===== src/rtl/led_matrix_scanner.sv =====
// Double-buffered row-scan LED matrix driver with inter-row blanking and PWM brightness.
// Latency: all outputs registered; scan state of cycle k is on the pins in cycle k+1.
// Backpressure: none; writes are accepted every cycle, and a swap request waits for the frame boundary.
//
// Ports:
//   clk, reset         - system clock, synchronous active-high reset
//   wr_en/wr_row/wr_data - write a row pattern into the back buffer (out-of-range rows dropped)
//   swap_req           - request a front/back exchange at the next frame boundary
//   brightness         - PWM duty 0..15, latched at the start of each frame
//   swap_pending       - a swap has been requested but not yet performed
//   row, col           - one-hot row select, column drive (optionally inverted)
//   frame_start        - one-cycle pulse on the first clock of row 0's slot
module led_matrix_scanner #(
  parameter int ROWS           = 8,
  parameter int COLS           = 8,
  parameter int TICKS_PER_ROW  = 1000,
  parameter int BLANK          = 4,
  parameter int ACTIVE_LOW_COL = 1
) (
  input  logic                      clk,
  input  logic                      reset,
  input  logic                      wr_en,
  input  logic [$clog2(ROWS)-1:0]   wr_row,
  input  logic [COLS-1:0]           wr_data,
  input  logic                      swap_req,
  input  logic [3:0]                brightness,
  output logic                      swap_pending,
  output logic [ROWS-1:0]           row,
  output logic [COLS-1:0]           col,
  output logic                      frame_start
);

  localparam int RW = $clog2(ROWS);
  localparam int TW = $clog2(TICKS_PER_ROW);
  // Column level that turns every LED in the row off.
  localparam logic [COLS-1:0] COL_OFF = (ACTIVE_LOW_COL != 0) ? '1 : '0;

  logic [TW-1:0]   tick;
  logic [RW-1:0]   row_idx;
  logic            bank_sel;   // bank currently displayed (front)
  logic [3:0]      bright_q;

  logic [COLS-1:0] bank0 [ROWS];
  logic [COLS-1:0] bank1 [ROWS];

  logic            tick_last;
  logic            row_last;
  logic            frame_first;
  logic            frame_end;
  logic            blanking;
  logic [3:0]      pwm;
  logic            lit;
  logic            wr_ok;
  logic [COLS-1:0] front_row;
  logic [ROWS-1:0] row_nxt;
  logic [COLS-1:0] col_nxt;

  always_comb begin
    tick_last   = (tick == TW'(TICKS_PER_ROW - 1));
    row_last    = (row_idx == RW'(ROWS - 1));
    frame_first = (tick == '0) && (row_idx == '0);
    frame_end   = tick_last && row_last;
    blanking    = (tick < TW'(BLANK));
    // PWM phase restarts at the end of blanking so every row gets the same duty pattern.
    pwm         = 4'(tick - TW'(BLANK));
    lit         = (bright_q == 4'd15) || (pwm < bright_q);
    wr_ok       = (int'(wr_row) < ROWS);
    front_row   = bank_sel ? bank1[row_idx] : bank0[row_idx];

    row_nxt = '0;
    col_nxt = COL_OFF;
    if (!blanking) begin
      row_nxt = {{(ROWS-1){1'b0}}, 1'b1} << row_idx;
      col_nxt = (lit ? front_row : '0) ^ COL_OFF;
    end
  end

  always_ff @(posedge clk) begin
    if (reset) begin
      tick         <= '0;
      row_idx      <= '0;
      bank_sel     <= 1'b0;
      bright_q     <= 4'd0;
      swap_pending <= 1'b0;
      row          <= '0;
      col          <= COL_OFF;
      frame_start  <= 1'b0;
      for (int i = 0; i < ROWS; i++) begin
        bank0[i] <= '0;
        bank1[i] <= '0;
      end
    end else begin
      row         <= row_nxt;
      col         <= col_nxt;
      frame_start <= frame_first;

      if (tick_last) begin
        tick    <= '0;
        row_idx <= row_last ? '0 : row_idx + 1'b1;
      end else begin
        tick <= tick + 1'b1;
      end

      if (frame_first) begin
        bright_q <= brightness;
      end

      // Writes always land in the bank that is not displayed at this moment, so a
      // write on the boundary cycle ends up in the frame that follows the swap.
      if (wr_en && wr_ok) begin
        if (bank_sel) bank0[wr_row] <= wr_data;
        else          bank1[wr_row] <= wr_data;
      end

      // A request arriving on the boundary itself only arms the next boundary.
      if (frame_end && swap_pending) begin
        bank_sel     <= ~bank_sel;
        swap_pending <= 1'b0;
      end else if (swap_req) begin
        swap_pending <= 1'b1;
      end
    end
  end

endmodule


===== config.mk =====
export PLATFORM = sky130hd
export DESIGN_NAME = led_matrix_scanner
export DESIGN_NICKNAME = d
export VERILOG_FILES = /design/src/rtl/led_matrix_scanner.sv
export SDC_FILE = /design/constraint.sdc
export NUM_CORES = 1
export LEC_CHECK = 0
export ABC_AREA = 1
export CORE_MARGIN = 1
export CORE_UTILIZATION = 50
export CTS_CLUSTER_SIZE = 14
export DETAILED_ROUTE_END_ITERATION = 12
export PLACE_DENSITY = 0.68
export SLEW_MARGIN = 0
export SYNTH_ARGS = -nofsm -noshare
export SYNTH_HDL_FRONTEND = slang
export SYNTH_SLANG_ARGS = --single-unit

===== constraint.sdc =====
create_clock -name clk -period 4.28 [get_ports clk]
set_input_delay 1.07 -clock clk [delete_from_list [all_inputs] [get_ports clk]]
set_output_delay 1.07 -clock clk [all_outputs]
set_load 0.005 [all_outputs]

==> impl_results.rst, run 1 <==
.. list-table::
   :header-rows: 1

   * - Metric
     - Value
   * - Run status
     - finished, final reports clean
   * - Net total in the final layout
     - 818
   * - IR Drop Worst-Case VDD
     - 0.283 mV
   * - Post-detailed-route count of antenna-violating nets
     - 0
   * - Max-slew violation count
     - 0
   * - Die width
     - 124 um
   * - Number of top-level design ports
     - 37
   * - First-pass GRT wire length
     - 27500 um
   * - Syn Nets
     - 798
   * - WHS Endpoint
     - tick[0]
   * - TritonCTS clock tree
     - built
   * - Core outline area
     - 14500 um^2
   * - Yosys reg bits
     - 167
   * - Per-cell via count in the routed design
     - 5.50
   * - Chip height
     - 124 um
   * - Top Family by Delay on Critical Path
     - simple AND/OR/NAND/NOR gates
   * - Sw Ratio
     - 20.7%
   * - Worst-case register-to-register setup slack
     - 1.82 ns
   * - Maximum net fanout on the critical path
     - 9
   * - Via count of the first global-routing pass
     - 5135
   * - Standard cell with the maximum stage delay on the critical path
     - sky130_fd_sc_hd__nor3_4
   * - Worst Setup Path Type
     - input port to register
   * - Crit Reg-Reg Endpoint
     - bank0[1][6]
   * - Yosys warning count
     - 0
   * - Count of unique library cells instantiated by Yosys
     - 25
   * - Fraction of the yosys area taken by sequential cells
     - 62.6%
   * - Diode insertion count for antenna repair
     - 0
   * - Filler cell count
     - 1209
   * - Cell count of the worst reg-to-reg path
     - 4
   * - Weighted congestion reported at the end of routability-driven placement
     - 0.952
   * - Count of flip-flops with a built-in enable after synthesis
     - 128
   * - Post-CTS Setup Inserts
     - 0
   * - Fmax
     - 0.347 GHz
   * - Bufs and invs on worst path
     - 1
   * - Synthesized instance count
     - 766
   * - Final setup violation count
     - 0
   * - CTS root buffer
     - sky130_fd_sc_hd__clkbuf_16
   * - Initial antenna violation count
     - 1
   * - Clock Power Share
     - 44.2%
   * - Aggregate negative setup slack
     - 0 ns
   * - Top cells by area in the synthesized netlist
     - sky130_fd_sc_hd__edfxtp_1 (52%), sky130_fd_sc_hd__dfxtp_1 (11%), sky130_fd_sc_hd__nand2_1 (8.9%)
   * - CP cell instances
     - clkdlybuf4s50_1, nor3_4, nand4_4, nand2_1
   * - Share of synthesized registers carrying an async set or reset
     - 0%
   * - Pin count of the biggest net entering global routing
     - 65
   * - Number of gates resized after cts
     - 0
   * - RSZ-0062 raised after global routing
     - no
   * - Overall die area
     - 15300 um^2
   * - Clock transition at the registers of the reported paths
     - 0.06 ns
   * - Final Routed Wirelength
     - 17900 um
   * - Share of layout cells above drive strength 1
     - 6.51%
   * - Aggregate global routing overflow
     - 0
   * - Std-Cell Rows
     - 44
   * - Area Overhead vs Synth
     - 14.5%
   * - Max-cap check violation count
     - 0
   * - Hold Crit Class
     - register to register
   * - First-pass detailed-route iteration total
     - 5
   * - Most instantiated library cell after synthesis
     - sky130_fd_sc_hd__nand2_1
   * - Power dissipated by switching net loads
     - 0.000736 W
   * - Hold Vio Cnt, Final
     - 0
   * - Post-Syn Area
     - 7390 um^2
   * - DR vias
     - 5409
   * - Pre-CTS setup slack
     - 0.964 ns
   * - Tcrit/Tclk final
     - 67.3%
   * - Endpoint required time on the critical path
     - 4.37 ns
   * - Proportion of power drawn by combinational gates
     - 4.7%
   * - Iteration-0 DRC Markers
     - 628
   * - Leading register cell type out of synthesis
     - sky130_fd_sc_hd__edfxtp_1
   * - Final Worst Setup Slack
     - 1.40 ns
   * - Delay of the slowest cell on the worst path
     - 0.65 ns
   * - Average wire per cell in the routed design
     - 18.2 um
   * - Average footprint of a synthesized cell
     - 9.65 um^2
   * - Total chip power
     - 0.00356 W
   * - Sequential cell fraction of total power
     - 51.1%
   * - Initial Utilization
     - 51.0%
   * - DPL Wire Length
     - 11800 um
   * - Data arrival time of the critical path
     - 2.97 ns
   * - Area of all placed cells without fillers
     - 8460 um^2
   * - Source of the worst register-to-register timing path
     - bank_sel
   * - Beginning of the worst hold path
     - tick[0]
   * - Internal Power
     - 0.00282 W
   * - Post-layout minimum cycle time
     - 2.88 ns
   * - Drc violations
     - 0
   * - Post-synth top area share
     - 52.0%
   * - Lkg Pwr
     - 3.34 nW
   * - Overall fraction of global-route tracks in use
     - 25.3%
   * - Area post-placement
     - 7850 um^2
   * - Cell depth of the worst hold path
     - 1
   * - Headroom to the max-slew limit
     - 28.2%
   * - Synth cell count leaders
     - sky130_fd_sc_hd__nand2_1 (175), sky130_fd_sc_hd__nor2_1 (150), sky130_fd_sc_hd__edfxtp_1 (128)
   * - Maximum clock skew at final layout
     - 0.00503 ns
   * - Port-buffer cells
     - 36
   * - Clock Tree Buf Depth
     - 2
   * - CTS sink cnt
     - 167
   * - Pin slew with the least headroom to its limit
     - 1.08 ns
   * - Post-CTS Hold Buffers
     - 0
   * - Clock latency reported for the late side of the worst-skew pair
     - 0.42 ns
   * - Critical Path Start Type
     - input port
   * - H-tree lvl count
     - 4
   * - Cell Pwr Density
     - 421 nW/um^2
   * - Cts bufs inserted
     - 17
   * - Critical path endpoint category
     - register
   * - Cell taking the most area after synthesis
     - sky130_fd_sc_hd__edfxtp_1
==> worst max-delay path by stage <==
stage / cells after the start / slack [ns] / to / startpoint
detailed placement: 4 / 0.96 / bank0[1][7] / reset
global placement: 4 / 1.02 / bank0[2][0] / reset
finish: 4 / 1.40 / bank0[1][6] / reset
CTS: 4 / 1.41 / bank0[2][2] / reset
global route: 4 / 1.24 / bank1[2][4] / wr_row[0]
floorplan: 4 / 1.76 / bank0[1][0] / reset
==> stage by stage <==
stage	hold slack (ns)	utilization, %	cells
floorplan	0.430	-	766
global route	0.480	58.4	983
finish	0.464	58.4	983
global placement	0.442	54.2	951
CTS	0.471	58.4	983
detailed placement	0.457	54.2	951
==> registers in the layout (all words and copies together) (netlist names), named ones only <==
signal / cells
swap_pending: 1
bright_q: 4
bank1: 64
row_idx: 3
col: 8
frame_start: 1
bank0: 64
tick: 10
bank_sel: 1
row: 8
==> metal layers <==
layer  global-route usage, %  part of all wire, %
met1                    33.8                   44
met2                    40.3                   47
met4                    10.8                  2.5
met3                    4.89                  6.0
met5                       0                0.073
==> logic make-up (layout without fill, tap and decap cells) <==
logic type | count (synthesis) | in the layout | share of synthesized area (%)
simple gates | 478 | 478 | 29.0
flops | 167 | 167 | 62.6
buf+inv | 83 | 116 | 4.40
compound gates | 23 | 23 | 1.59
fa+ha+maj | 13 | 13 | 2.20
xor+xnor | 2 | 2 | 0.237
==> layout make-up <==
type	count	area, um^2	area share [%]
Inverter	45	169	2.00
Clock buffer	24	492	5.81
Timing Repair Buffer	39	383	4.53
Sequential cell	167	4630	54.7
Clock inverter	8	119	1.41
Tap cell	184	230	2.72
Multi-Input combinational cell	516	2440	28.8
==> layout by cell type (no fill, tap or decap), types with 4 or more instances in the layout <==
cell type	n
sky130_fd_sc_hd__clkbuf_8	4
sky130_fd_sc_hd__nor2_1	150
sky130_fd_sc_hd__ha_1	13
sky130_fd_sc_hd__clkbuf_16	17
sky130_fd_sc_hd__nand2_1	175
sky130_fd_sc_hd__o21ai_0	7
sky130_fd_sc_hd__nor3_1	6
sky130_fd_sc_hd__edfxtp_1	128
sky130_fd_sc_hd__clkdlybuf4s50_1	36
sky130_fd_sc_hd__inv_2	4
sky130_fd_sc_hd__dfxtp_1	38
sky130_fd_sc_hd__a21oi_1	15
sky130_fd_sc_hd__nand4_4	5
sky130_fd_sc_hd__nand4_2	5
sky130_fd_sc_hd__inv_1	41
sky130_fd_sc_hd__nand3_1	126
==> power groups by stage <==
stage | logic [W] | registers (W) | clock network (W)
2_1_floorplan | 0.000105 | 0.00185 | 0
3_3_place_gp | 0.000161 | 0.00185 | 0
3_5_place_dp | 0.000167 | 0.00185 | 0
4_1_cts | 0.000168 | 0.00182 | 0.00158
5_1_grt | 0.000185 | 0.00182 | 0.00165
6_report | 0.000168 | 0.00182 | 0.00157
Note: power is estimated with default switching activity, not from simulation.
==> run 2, diff against run 1 <==
==> constraint.sdc (replaced) <==
create_clock -name clk -period 3 [get_ports clk]
set_input_delay 0.75 -clock clk [delete_from_list [all_inputs] [get_ports clk]]
set_output_delay 0.75 -clock clk [all_outputs]
set_load 0.005 [all_outputs]
==> run 2 against run 1 <==
Net effect: final cell count rose by 2.4%; non-clock buffer count increased by 24; power increased by 42%; register-to-register slack lost 0.98 ns; combinational power rose by 52%; largest power group unchanged; critical endpoint is now bank0[3][5]; sequential share of layout area is 1.1 points lower.
==> impl_results.rst, run 2 (synthesized netlist as in run 1, its figures left out) <==
.. list-table::
   :header-rows: 1

   * - Metric
     - Value
   * - Pin count of the biggest net entering global routing
     - 41 (was 65)
   * - Final setup violation count
     - 0 (unchanged)
   * - TritonCTS clock tree
     - built (unchanged)
   * - IR Drop Worst-Case VDD
     - 0.338 mV (was 0.283 mV)
   * - Aggregate negative setup slack
     - 0 ns (unchanged)
   * - Data arrival time of the critical path
     - 2.25 ns (was 2.97 ns)
   * - Clock Tree Buf Depth
     - 2 (unchanged)
   * - Initial Utilization
     - 51.0% (unchanged)
   * - Max-cap check violation count
     - 0 (unchanged)
   * - Maximum clock skew at final layout
     - 0.00702 ns (was 0.00503 ns)
   * - End point of the critical path
     - bank0[3][5] (was bank0[1][6])
   * - Worst Setup Path Type
     - register to register (was input port to register)
   * - Std-Cell Rows
     - 44 (unchanged)
   * - Cell Pwr Density
     - 585 nW/um^2 (was 421 nW/um^2)
   * - Hold Vio Cnt, Final
     - 0 (unchanged)
   * - Lkg Pwr
     - 3.46 nW (was 3.34 nW)
   * - Maximum net fanout on the critical path
     - 11 (was 9)
   * - DR vias
     - 5519 (was 5409)
   * - Worst-case register-to-register setup slack
     - 0.84 ns (was 1.82 ns)
   * - Tcrit/Tclk final
     - 72.2%
   * - Fmax
     - 0.462 GHz
   * - Endpoint required time on the critical path
     - 3.09 ns (was 4.37 ns)
   * - Via count of the first global-routing pass
     - 5357 (was 5135)
   * - Post-detailed-route count of antenna-violating nets
     - 0 (unchanged)
   * - Source of the worst register-to-register timing path
     - bank_sel (unchanged)
   * - Overall fraction of global-route tracks in use
     - 25.6% (was 25.3%)
   * - CTS root buffer
     - sky130_fd_sc_hd__clkbuf_16 (unchanged)
   * - Chip height
     - 124 um (unchanged)
   * - RSZ-0062 raised after global routing
     - no (unchanged)
   * - Cts bufs inserted
     - 17 (unchanged)
   * - Final worst hold slack
     - 0.465 ns (was 0.464 ns)
   * - Number of top-level design ports
     - 37 (unchanged)
   * - Per-cell via count in the routed design
     - 5.48 (was 5.50)
   * - Die width
     - 124 um (unchanged)
   * - Critical Path Start Type
     - register (was input port)
   * - Initial antenna violation count
     - 1 (unchanged)
   * - Area Overhead vs Synth
     - 16.7% (was 14.5%)
   * - Critical path endpoint category
     - register (unchanged)
   * - Filler cell count
     - 1197 (was 1209)
   * - First-pass GRT wire length
     - 28100 um (was 27500 um)
   * - Diode insertion count for antenna repair
     - 0 (unchanged)
   * - Placed Cells
     - 975 (was 951)
   * - Run status
     - finished, final reports clean (unchanged)
   * - Post-CTS Hold Buffers
     - 0 (unchanged)
   * - Non-filler instance count after layout
     - 1007 (was 983)
   * - Pin slew with the least headroom to its limit
     - 1.04 ns (was 1.08 ns)
   * - Clock latency reported for the late side of the worst-skew pair
     - 0.42 ns (about the same)
   * - Commonest non-fill, non-tap cell in the layout
     - sky130_fd_sc_hd__nand2_1 (unchanged)
   * - Port-buffer cells
     - 36 (unchanged)
   * - Average wire per cell in the routed design
     - 17.6 um (was 18.2 um)
   * - Clock transition at the registers of the reported paths
     - 0.06 ns (about the same)
   * - Drc violations
     - 0 (unchanged)
   * - Area occupied by registers
     - 4630 um^2 (unchanged)
   * - DPL Wire Length
     - 11900 um (was 11800 um)
   * - Final Routed Wirelength
     - 17800 um (was 17900 um)
   * - CTS sink cnt
     - 167 (unchanged)
   * - Hold Crit Class
     - register to register (unchanged)
   * - Crit Reg-Reg Endpoint
     - bank0[3][5] (was bank0[1][6])
   * - Area of the multi-input gates
     - 2440 um^2 (unchanged)
   * - Headroom to the max-slew limit
     - 30.9% (was 28.2%)
   * - Max-slew violation count
     - 0 (unchanged)
   * - Post-CTS Setup Inserts
     - 0 (unchanged)
   * - First-pass detailed-route iteration total
     - 5 (unchanged)
   * - Core outline area
     - 14500 um^2 (unchanged)
   * - Net total in the final layout
     - 842 (was 818)
   * - Post-layout minimum cycle time
     - 2.16 ns
   * - Weighted congestion reported at the end of routability-driven placement
     - 0.957 (was 0.952)
   * - Iteration-0 DRC Markers
     - 593 (was 628)
   * - Aggregate global routing overflow
     - 0 (unchanged)
   * - Highest-count cells in the layout ignoring fill and taps
     - sky130_fd_sc_hd__nand2_1 (175), sky130_fd_sc_hd__nor2_1 (150), sky130_fd_sc_hd__edfxtp_1 (128) (unchanged)
   * - Overall die area
     - 15300 um^2 (unchanged)
   * - Share of layout cells above drive strength 1
     - 9.48% (was 6.51%)
   * - Number of gates resized after cts
     - 0 (unchanged)
   * - H-tree lvl count
     - 4 (unchanged)
   * - Largest registers ranked by flip-flop count
     - bank0: 64 flops, bank1: 64 flops, tick: 10 flops (unchanged)
   * - Cell count of the worst reg-to-reg path
     - 5 (was 4)
   * - Origin of the worst setup path
     - bank_sel (was reset)
## run 2: metal layers
metal  wire length (um)  share of wire (%)  track usage, %
met2               8610                 48            41.4
met4                385                2.2            10.0
met3               1370                7.7            5.58
met1               7410                 42            33.7
met5                  0                  0               0
## run 2: area by class of cell
| cell class | instances | share of cell area [%] |
|---|---|---|
| clock buffers | 21 | 5.60 |
| well taps | 184 | 2.67 |
| clock inverters | 11 | 1.35 |
| multi-input cells | 516 | 28.3 |
| inverters | 45 | 1.96 |
| flip-flops and latches | 167 | 53.6 |
| repair buffers | 63 | 6.53 |
## run 2: metrics by stage
stage / cell area, um^2 / setup slack [ns] / util, % / total power, W
finish: 8630 / 0.835 / 59.6 / 0.00505
global route: 8630 / 0.694 / 59.6 / 0.00522
CTS: 8630 / 0.846 / 59.6 / 0.00507
detailed placement: 8030 / 0.422 / 55.4 / 0.00289
global placement: 8030 / 0.467 / 55.4 / 0.00289
floorplan: 7390 / 0.800 / - / 0.00278
## run 2: critical path: stages (launching register included)
cell                      delay (ns)
sky130_fd_sc_hd__dfxtp_1        0.65
sky130_fd_sc_hd__inv_2          0.23
sky130_fd_sc_hd__nor3_4         0.20
sky130_fd_sc_hd__buf_4          0.24
sky130_fd_sc_hd__nand4_4        0.18
sky130_fd_sc_hd__nand2_1        0.32
## run 2: power breakdown
part	switching (W)	leakage, nW	internal (W)
logic	0.000174	1.52	0.0000819
registers	0.0000286	1.64	0.00256
clock network	0.000878	0.300	0.00132
## run 2: how the worst min path moves through the flow
stage / end / depth (start not counted) / from
after floorplan: tick[0] / 1 / tick[0]
after global placement: tick[0] / 1 / tick[0]
after detailed placement: tick[0] / 1 / tick[0]
after CTS: tick[0] / 1 / tick[0]
after global routing: tick[0] / 1 / tick[0]
final: tick[0] / 1 / tick[0]
==> patch 1, RTL diff (config.mk and constraints of run 2) <==
Put one more register stage on the output `row`. The value now appears one clock later. The other outputs are not delayed to match. Comments in the files are not updated.
--- a/src/rtl/led_matrix_scanner.sv
+++ b/src/rtl/led_matrix_scanner.sv
@@ -34,6 +34,8 @@
   localparam int TW = $clog2(TICKS_PER_ROW);
   // Column level that turns every LED in the row off.
   localparam logic [COLS-1:0] COL_OFF = (ACTIVE_LOW_COL != 0) ? '1 : '0;
+
+  logic [ROWS-1:0] row_s0;
 
   logic [TW-1:0]   tick;
   logic [RW-1:0]   row_idx;
@@ -82,7 +84,7 @@
       bank_sel     <= 1'b0;
       bright_q     <= 4'd0;
       swap_pending <= 1'b0;
-      row          <= '0;
+      row_s0       <= '0;
       col          <= COL_OFF;
       frame_start  <= 1'b0;
       for (int i = 0; i < ROWS; i++) begin
@@ -90,7 +92,7 @@
         bank1[i] <= '0;
       end
     end else begin
-      row         <= row_nxt;
+      row_s0      <= row_nxt;
       col         <= col_nxt;
       frame_start <= frame_first;
 
@@ -122,5 +124,13 @@
     end
   end
 
+  always_ff @(posedge clk) begin
+    if (reset) begin
+      row <= '0;
+    end else begin
+      row <= row_s0;
+    end
+  end
+
 endmodule
 
Check against the original RTL: not equivalent (Yosys sat finds a counterexample within 10 cycles, from zero or initial values and one cycle with reset high).
==> patch 1 against run 2 <==
The flow now finishes with violations (DRC). Final area is 2.9% higher. Routed wire length is 1.0% higher. Setup slack worse by 0.15 ns. Register-to-register slack worse by 0.02 ns. Largest power group unchanged. Synthesized area is 3.5% higher. Sequential cell count is 8 higher. Synthesized cell count is 5.5% higher. Total power is 4.8% higher. Sequential share of layout area is 0.30 points higher. Highest routed layer unchanged.
==> patch 1: results (changes against run 2) <==
Lkg Pwr 3.60 nW (+4.0%); grt met2 use 38.0% (-3.4 points); vias per cell 5.41 (-1.3%); metal1 wirelength 7.80 mm (+5.3%); wire length on met3 1.30 mm (-5.2%); Overall Global Routing Usage 24.3% (-1.4 points); status complete, but fails checks; met3 Use GR 5.78% (+0.20 points); Worst path max stage delay 0.67 ns (+0.02 ns); top cells by area, synth edfxtp_1, dfxtp_1, nand2_1; Distinct cells, synth 24 (-4.0%); Worst R2R Setup Slack 0.82 ns (-0.02 ns); share of layout cells above drive strength 1 8.50% (-0.98 points); Power Sequential 0.00270 W (+4%); Worst setup startpoint reset; Slew HR 33.0% (+2.1 points); slowest cell on the critical path inv_1; Int Pwr 0.00416 W (+4.8%); CP top delay family buffers and inverters; hold depth 2 (+1); CP Max Fanout 19 (+8); violated checks DRC; synth cell count leaders nand2_1, nor2_1, edfxtp_1; GR Util met1 32.7% (-0.94 points); Placement Setup Slack 0.225 ns (-0.197 ns); Routed met2 length 8.40 mm (-2.5%); drt drc 2 (+2); Final Skew 0.00656 ns (-0.000465 ns); DRT Wirelength 17.9 mm (+1.0%)
[patch 1: cell type report]
cell class / instances / area, um2
multi-input combinational: 528 / 2450
inverter: 66 / 248
timing repair buffer: 58 / 526
tap: 184 / 230
clock buffer: 20 / 478
clock inverter: 12 / 153
sequential: 175 / 4790
fill: 1202 / 5820
[patch 1: worst reg2reg max path: cells and delay by family (launching register included)]
kind / cells / cell delay [ns]
DFF: 1 / 0.65
and+or+nand+nor: 3 / 0.71
buffers and inverters: 2 / 0.49
[patch 1: logic make-up after synthesis]
family / share of synthesized area [%]
adders and majority gates: 2.13
AOI/OAI and AO/OA: 1.54
buffers and inverters: 5.29
xor gates and xnor gates: 0.229
and+or+nand+nor: 28.2
DFF: 62.6
[patch 1: stage by stage]
step           power (W)  cell area, um2  std cells
3_3_place_gp     0.00299            8240       1011
4_1_cts          0.00530            8870       1043
6_report         0.00529            8870       1043
5_1_grt          0.00544            8870       1043
2_1_floorplan    0.00289            7640        808
3_5_place_dp     0.00300            8240       1011
==> patch 2, RTL diff (flow settings as in run 2) <==
Without the edit above. `TICKS_PER_ROW`: 1000 -> 2000.
--- a/src/rtl/led_matrix_scanner.sv
+++ b/src/rtl/led_matrix_scanner.sv
@@ -13,7 +13,7 @@
 module led_matrix_scanner #(
   parameter int ROWS           = 8,
   parameter int COLS           = 8,
-  parameter int TICKS_PER_ROW  = 1000,
+  parameter int TICKS_PER_ROW  = 2000,
   parameter int BLANK          = 4,
   parameter int ACTIVE_LOW_COL = 1
 ) (
Check against the original RTL: no difference found for any inputs over 10 cycles, from zero or initial values and one cycle with reset high; that may be too few to reach the edited logic, so the function may still have changed.
==> patch 2 against run 2 <==
Sequential cell count grew 1. Routed wire length grew 2.4%. Total power shrank 2.0%. Final area grew 1.1%. Die area grew 1.5%. Sequential share of layout area shrank 0.36 points. Synthesized area grew 1.5%. Setup slack lost 0.26 ns. Critical endpoint is now bank0[2][7]$_SDFFCE_PN0P_. Highest routed layer unchanged.
==> patch 2: results (changes against run 2) <==
Post-CTS Setup Inserts 0 (unchanged); Worst path max stage delay 0.60 ns (-0.05 ns); CP Max Fanout 11 (unchanged); vias per cell 5.43 (-0.98%); top flop regs bank0 (64), bank1 (64), tick (11); commonest non-fill, non-tap cell in the layout nand2_1; clock latency on the worst-skew pair 0.43 ns; CTS Buf Count 17 (unchanged); Placement Setup Slack 0.174 ns (-0.248 ns); Lkg Pwr 3.54 nW (+2.5%); Achievable Freq 0.412 GHz (-11%); post-DP HPWL 12.2 mm (+2.6%); Clk pin slew, worst setup/hold paths 0.06 ns (about the same); Worst-Margin Slew 1.09 ns (+0.0557 ns); Port Buffers 36 (unchanged); Worst Hold Class reg -> reg; Min-Delay Startpoint tick[0]$_SDFF_PP0_; number of flops mapped to enable cells by yosys 128 (unchanged); n_diodes 0 (unchanged); Post-Syn Nets 833 (+4.4%); Resize count post-CTS 0 (unchanged); fraction of registers with async set/reset 0% (unchanged); Final Skew 0.00538 ns (-0.00164 ns); Overall Global Routing Usage 24.5% (-1.1 points); Most used DFF post-synth edfxtp_1; slowest cell on the critical path dfxtp_1; DR iter-0 viols 523 (-12%); hold depth 1 (unchanged); first-pass GRT wire length 28.6 mm (+2.0%); synth cell count leaders nand2_1, nor2_1, edfxtp_1; Max Buffers Root-to-Sink 2 (unchanged); Worst setup startpoint bank_sel$_SDFFE_PP0P_; Worst R2R Setup Slack 0.58 ns (-0.26 ns); Finished Core Util 59.8% (+0.20 points); top cells by area, synth edfxtp_1, dfxtp_1, nand2_1; GPL Wtd Cong 0.855 (-11%); largest net degree at the start of global routing 68 (+66%); layout net count 878 (+4.3%); CTS H-tree lvls 4 (unchanged); crit path DAT 2.52 ns (+0.27 ns); worst r2r path cells 4 (-1); First-pass DRT Iterations 5 (unchanged); vias in the first global route 5542 (+3.5%); Vias 5660 (+2.6%); Syn Area/Cell 9.35 um2 (-3.0%); CTS Root Cell clkbuf_16; share of layout cells above drive strength 1 9.31% (-0.16 points); VDD IR-drop max 0.391 mV (+16%); Fin Hold WS 0.465 ns (-0.000121 ns); status finished, final reports clean; Seq/Total Area, Yosys 61.9% (-0.66 points); Distinct cells, synth 28 (+12%); Ys Warns 0 (unchanged); DP Area 0.00816 mm2 (+1.6%); initial antenna violation count 0 (-1); DRT Wirelength 18.2 mm (+2.4%)
patch 2: logic make-up (layout without fill, tap and decap cells):
kind of cell | Yosys count | after routing | share of synthesized area, %
AO/OA/AOI/OAI | 16 | 16 | 1.12
adder cells (fa/ha/maj) | 12 | 12 | 2.00
flip-flops | 168 | 168 | 61.9
buffers and inverters | 99 | 156 | 5.21
XOR/XNOR | 2 | 2 | 0.234
AND/OR/NAND/NOR | 505 | 505 | 29.5
patch 2: worst paths after layout:
check                              end
max          bank0[2][7]$_SDFFCE_PN0P_
min                 tick[0]$_SDFF_PP0_
max reg2reg  bank0[2][7]$_SDFFCE_PN0P_
min reg2reg         tick[0]$_SDFF_PP0_
patch 2: layer usage:
layer	part of all wire, %	global-route usage (%)
met5	0	0
met4	1.9	10.1
met3	6.7	4.94
met2	50	40.1
met1	42	31.9
patch 2: where the power goes:
part	leakage [nW]	internal [W]	switching (W)
clock network	0.278	0.00121	0.000848
logic	1.64	0.0000884	0.000185
registers	1.62	0.00259	0.0000305
patch 2: area by class of cell:
cell class | instances | area (um2)
Fill cell | 1242 | 5870
Clock inverter | 7 | 40.0
Multi-Input combinational cell | 535 | 2460
Timing Repair Buffer | 65 | 591
Clock buffer | 24 | 524
Tap cell | 184 | 230
Sequential cell | 168 | 4650
Inverter | 60 | 225
patch 2: worst max-delay path: cells and delay by family, from the launching register on:
family | cells | cell delay (ns)
and+or+nand+nor | 3 | 1.15
DFF | 1 | 0.60
buffers and inverters | 1 | 0.34
